==> config.mk <==
export PLATFORM = sky130hd
export DESIGN_NAME = pcie_msi_vec_ctrl
export DESIGN_NICKNAME = d
export VERILOG_FILES = /design/src/rtl/pcie_msi_vec_ctrl.sv
export SDC_FILE = /design/constraint.sdc
export NUM_CORES = 1
export LEC_CHECK = 0
export BUFFER_PORTS_ARGS = -buffer_cell sky130_fd_sc_hd__buf_4
export CAP_MARGIN = 20
export CORE_MARGIN = 4
export CORE_UTILIZATION = 35
export CTS_CLUSTER_DIAMETER = 150
export CTS_CLUSTER_SIZE = 30
export DETAILED_ROUTE_END_ITERATION = 10
export PLACE_DENSITY = 0.62
export SLEW_MARGIN = 40
export SYNTH_ARGS = -nofsm -noshare
export SYNTH_HDL_FRONTEND = slang
export SYNTH_SLANG_ARGS = --single-unit
==> constraint.sdc <==
create_clock -name clk -period 6.1 [get_ports clk]
set_input_delay 0.305 -clock clk [delete_from_list [all_inputs] [get_ports clk]]
set_output_delay 0.305 -clock clk [all_outputs]
set_load 0.03 [all_outputs]
==> src/rtl/pcie_msi_vec_ctrl.sv <==
// Multi-vector PCIe MSI generator: capability registers, per-vector pending latch, round-robin grant.
// Optional feature macro: MSI_PER_VECTOR_MASK_EN enables the MASK and PENDING registers.
module pcie_msi_vec_ctrl #(
    parameter int NUM_VECTORS = 32,
    parameter int ADDR_W      = 64
) (
    input  logic                   clk,
    input  logic                   rst,
    input  logic [7:0]             cfg_addr,
    input  logic [31:0]            cfg_wdata,
    input  logic                   cfg_write,
    output logic [31:0]            cfg_rdata,
    input  logic [NUM_VECTORS-1:0] irq_req,
    output logic                   msi_valid,
    input  logic                   msi_ready,
    output logic [ADDR_W-1:0]      msi_addr,
    output logic [15:0]            msi_data,
    output logic [4:0]             msi_vector,
    output logic                   msi_enabled
);
    localparam int         IDX_W = (NUM_VECTORS > 1) ? $clog2(NUM_VECTORS) : 1;
    localparam logic [2:0] MMC   = 3'($clog2(NUM_VECTORS));

    typedef enum logic {S_IDLE, S_REQ} state_t;

    state_t                 state_q, state_d;
    logic                   en_q, en_d;
    logic [2:0]             mme_q, mme_d;
    logic [29:0]            addr_lo_q, addr_lo_d;
    logic [31:0]            addr_hi_q, addr_hi_d;
    logic [15:0]            data_q, data_d;
    logic [NUM_VECTORS-1:0] mask_q, mask_d;
    logic [NUM_VECTORS-1:0] pend_q, pend_d;
    logic [IDX_W-1:0]       ptr_q, ptr_d;
    logic [4:0]             vec_q, vec_d;
    logic [ADDR_W-1:0]      addr_q, addr_d;
    logic [15:0]            mdata_q, mdata_d;

    logic [7:0]             word_addr;
    logic [5:0]             lim;
    logic [15:0]            vec_mask;
    logic [NUM_VECTORS-1:0] req_fold, elig, pend_clr;
    logic                   found;
    logic [IDX_W-1:0]       pick, idx, cur_idx;
    logic [63:0]            full_addr;

    assign word_addr = cfg_addr & 8'hFC;
    assign lim       = 6'd1 << mme_q;
    assign vec_mask  = (16'd1 << mme_q) - 16'd1;
    assign full_addr = {addr_hi_q, addr_lo_q, 2'b00};
    assign cur_idx   = vec_q[IDX_W-1:0];

    always_comb begin
        cfg_rdata = '0;
        case (word_addr)
            8'h00:   cfg_rdata = {25'd0, mme_q, MMC, en_q};
            8'h04:   cfg_rdata = {addr_lo_q, 2'b00};
            8'h08:   cfg_rdata = (ADDR_W == 64) ? addr_hi_q : 32'd0;
            8'h0C:   cfg_rdata = {16'd0, data_q};
`ifdef MSI_PER_VECTOR_MASK_EN
            8'h10:   cfg_rdata = 32'(mask_q);
            8'h14:   cfg_rdata = 32'(pend_q);
`endif
            default: cfg_rdata = '0;
        endcase
    end

    always_comb begin
        en_d      = en_q;
        mme_d     = mme_q;
        addr_lo_d = addr_lo_q;
        addr_hi_d = addr_hi_q;
        data_d    = data_q;
        mask_d    = mask_q;
        if (cfg_write) begin
            case (word_addr)
                8'h00: begin
                    en_d  = cfg_wdata[0];
                    mme_d = (cfg_wdata[6:4] > MMC) ? MMC : cfg_wdata[6:4];
                end
                8'h04: addr_lo_d = cfg_wdata[31:2];
                8'h08: if (ADDR_W == 64) addr_hi_d = cfg_wdata;
                8'h0C: data_d = cfg_wdata[15:0];
`ifdef MSI_PER_VECTOR_MASK_EN
                8'h10: mask_d = cfg_wdata[NUM_VECTORS-1:0];
`endif
                default: ;
            endcase
        end
    end

    // Requests above the enabled vector count collapse onto the highest enabled vector.
    always_comb begin
        req_fold = '0;
        elig     = '0;
        for (int v = 0; v < NUM_VECTORS; v++) begin
            if (irq_req[v]) begin
                if (v < int'(lim)) req_fold[v] = 1'b1;
                else               req_fold[IDX_W'(lim - 6'd1)] = 1'b1;
            end
            elig[v] = pend_q[v] & ~mask_q[v] & en_q & (v < int'(lim));
        end
    end

    always_comb begin
        found = 1'b0;
        pick  = ptr_q;
        idx   = ptr_q;
        for (int i = 0; i < NUM_VECTORS; i++) begin
            idx = ptr_q + IDX_W'(i);
            if (!found && elig[idx]) begin
                found = 1'b1;
                pick  = idx;
            end
        end
    end

    always_comb begin
        state_d  = state_q;
        ptr_d    = ptr_q;
        vec_d    = vec_q;
        addr_d   = addr_q;
        mdata_d  = mdata_q;
        pend_clr = '0;
        case (state_q)
            S_IDLE: begin
                if (found) begin
                    state_d = S_REQ;
                    vec_d   = 5'(pick);
                    addr_d  = full_addr[ADDR_W-1:0];
                    mdata_d = (data_q & ~vec_mask) | (16'(pick) & vec_mask);
                end
            end
            S_REQ: begin
                if (msi_ready) begin
                    pend_clr[cur_idx] = 1'b1;
                    ptr_d   = (NUM_VECTORS == 1) ? '0 : cur_idx + IDX_W'(1);
                    state_d = S_IDLE;
                end
            end
            default: state_d = S_IDLE;
        endcase
        // Set after clear so an event arriving on the handshake cycle is kept.
        pend_d = (pend_q & ~pend_clr) | req_fold;
    end

    always_ff @(posedge clk or posedge rst) begin
        if (rst) begin
            state_q   <= S_IDLE;
            en_q      <= 1'b0;
            mme_q     <= '0;
            addr_lo_q <= '0;
            addr_hi_q <= '0;
            data_q    <= '0;
            mask_q    <= '0;
            pend_q    <= '0;
            ptr_q     <= '0;
            vec_q     <= '0;
            addr_q    <= '0;
            mdata_q   <= '0;
        end else begin
            state_q   <= state_d;
            en_q      <= en_d;
            mme_q     <= mme_d;
            addr_lo_q <= addr_lo_d;
            addr_hi_q <= addr_hi_d;
            data_q    <= data_d;
            mask_q    <= mask_d;
            pend_q    <= pend_d;
            ptr_q     <= ptr_d;
            vec_q     <= vec_d;
            addr_q    <= addr_d;
            mdata_q   <= mdata_d;
        end
    end

    assign msi_valid   = (state_q == S_REQ);
    assign msi_addr    = addr_q;
    assign msi_data    = mdata_q;
    assign msi_vector  = vec_q;
    assign msi_enabled = en_q;

endmodule

==> results.ini <==
[status]
status = finished, final reports clean

[cells_and_area]
finalCoreUtilization = 0.424
fillers = 4595
layout_common_cells = 353 x nand2_1, 326 x buf_4, 202 x dfrtp_1
syn2layout_area_growth_pct = 19.4
nets = 2217
final_common_cell = nand2_1
layout-drive-gt1-share = 0.252

[pwr]
ir_drop_mv = 0.351
powerDensity_nw_per_um2 = 618
cellLeakagePower_nw = 8.45
p_total_mw = 11.9

[sta]
fin_skew_ps = 9.43
rsz0062_at_grt = no
setup_tns_ps = 0
period_share = 0.917
period_needed_ps = 5600
slew_viol_final = 0
fin_ws_ps = 504
max_freq_mhz = 179
setup_viol = 0
finalHoldViolCount = 0
slew-limit-headroom = 0.430
worst_pin_slew_ps = 854

[clocking]
post-cts-setup-buffer-count = 0
clkTransAtPathRegs_ps = 120
cts_max_level = 1
cts_made_buffers = 10
clk_latency_ps = 480
root_buffer = clkbuf_16
clk_path_buf_depth = 3
cts.sinks = 203
cts_tree = yes

[synthesis]
syn_avg_cell_area_um2 = 8.55
ys_warn_count = 0
synth_edf_count = 0
syn_inst = 1893
synth_flop_cell = dfrtp_1
synthesis.area_um2 = 16200
async_reset_ff_frac = 1.00
ys_types = 90
yosysSeqAreaShare = 0.314
synth_seq_cells = 203

[place]
gp_congestion = 1.01
place_hpwl_um = 53400
numPortBuffers = 190
pre_cts_slack_ps = 687

[detailed_routing]
ant_nets = 0
drc_errors = 0
viasPerCell = 6.15
vias = 16740
routedWlPerCell_um = 25.2
firstDrtPassIters = 6
wl_um = 68600
drt_iter0_markers = 1697

[floorplanning]
design.core.area_um2 = 45600
rows = 78
start_util = 0.355
die_h_um = 223
chipWidth_um = 223
ios = 195
die_area_um2 = 49700

[global_routing]
grt_usage = 0.264
grt_overflow_total = 0
grt_pass1_wl_um = 104000
grt_max_degree = 76
first_global_vias = 16485
antenna_found_initial = 1

[worst_hold_path]
holdCritPathClass = input pin to flop
hp-start = irq_req[18]

[critical_path]
r2r-start = mme_q[1]
crit_required_ps = 6450
crit_arrival_ps = 5940
start_kind = flop
worst_setup_path_end_kind = flop
startpoint = mme_q[1]
critPathKind = flop to flop
crit_fanout = 9

[flow_run]
cap_viol_max_count = 0

==> worst max-delay path, stage by stage (launching register included) <==
cell	delay (ps)
dfrtp_1	460
or3_1	310
inv_1	140
ha_1	300
or2_1	260
a21oi_2	290
o21ai_1	160
mux4_2	520
mux4_2	550
nor4_2	620
nand4_2	260
nor3_1	340
buf_4	250
nand4_1	160
a31oi_1	250
nor4_1	80
o21ai_0	280
buf_4	170
o311ai_1	70
==> flip-flops by register name (all words and copies together) (netlist names) <==
| name | flops |
|---|---|
| pend_q | 32 |
| ptr_q | 5 |
| addr_lo_q | 30 |
| msi_addr | 62 |
| msi_vector | 5 |
| addr_hi_q | 32 |
| mme_q | 3 |
| msi_valid | 1 |
| data_q | 16 |
| msi_data | 16 |
| msi_enabled | 1 |
==> path summary, 6_finish.rpt <==
path / to / slack (ps) / cells past startpoint
min: pend_q[18] / 60 / 2
min reg2reg: msi_data[10] / 490 / 2
min in group asynchronous: msi_addr[26] / 390 / 3
max in group asynchronous: msi_addr[9] / 4670 / 4
max reg2reg: msi_data[2] / 500 / 18
max: msi_data[2] / 500 / 18
==> cell type report <==
| type | count | area, µm² | area share |
|---|---|---|---|
| Multi-Input combinational cell | 1530 | 10400 | 0.540 |
| Sequential cell | 203 | 5080 | 0.263 |
| Timing Repair Buffer | 336 | 2610 | 0.135 |
| Tap cell | 600 | 751 | 0.0389 |
| Clock buffer | 12 | 279 | 0.0144 |
| Inverter | 38 | 150 | 0.00777 |
| Clock inverter | 1 | 8.76 | 0.000453 |
| Antenna cell | 1 | 2.50 | 0.000130 |
==> synth_stat cells (all sizes together), types with 13 or more instances <==
library cell / number / area, µm²
a211oi: 18 / 135
a21oi: 84 / 428
a22o: 27 / 236
a22oi: 28 / 210
a31oi: 20 / 125
and2: 20 / 125
and3: 16 / 100
buf: 46 / 289
clkbuf: 77 / 289
dfrtp: 203 / 5080
ha: 22 / 275
inv: 36 / 135
mux2: 106 / 1190
mux2i: 48 / 480
mux4: 41 / 923
nand2: 353 / 1330
nand3: 66 / 343
nand3b: 13 / 97.6
nand4: 31 / 206
nor2: 118 / 443
nor3: 48 / 245
nor4: 20 / 161
o211ai: 30 / 240
o21ai: 121 / 606
o22ai: 17 / 106
o311ai: 16 / 140
o31ai: 17 / 128
or3: 13 / 86.3
xnor2: 34 / 298
==> power breakdown <==
part / internal (mW) / switching, mW
combinational: 3.40 / 5.65
sequential: 1.71 / 0.416
clock: 0.332 / 0.436
==> layer usage <==
| layer | up-vias | track usage | wire length [µm] |
|---|---|---|---|
| met1 | 8204 | 0.354 | 28200 |
| met2 | 862 | 0.427 | 31300 |
| li1 | 7522 | - | - |
| met5 | - | 0 | 0 |
| met3 | 152 | 0.0482 | 5970 |
| met4 | 0 | 0.102 | 3110 |
==> kinds of logic after synthesis <==
family / Yosys count / synth area share
buffers and inverters: 161 / 0.0445
muxes: 195 / 0.161
xor gates and xnor gates: 45 / 0.0244
and+or+nand+nor: 763 / 0.224
adders and majority gates: 23 / 0.0176
DFF: 203 / 0.314
other: 1 / 0.000232
AOI/OAI and AO/OA: 502 / 0.215
==> metrics by stage <==
step / std cells / area (µm²) / hold WS [ps]
after CTS: 2720 / 19300 / 47.8
after global placement: 2704 / 19000 / 345
after global routing: 2720 / 19300 / 47.1
after detailed placement: 2706 / 19000 / 353
after floorplan: 1894 / 16200 / 421
final: 2721 / 19300 / 60.9
==> timing repair <==
item,in CTS,in global routing
gates resized for setup,0,0
endpoints found under the setup margin,0,0
hold endpoints to repair,57,0
hold buffers,1,0
Note: power is estimated with default switching activity, not from simulation.
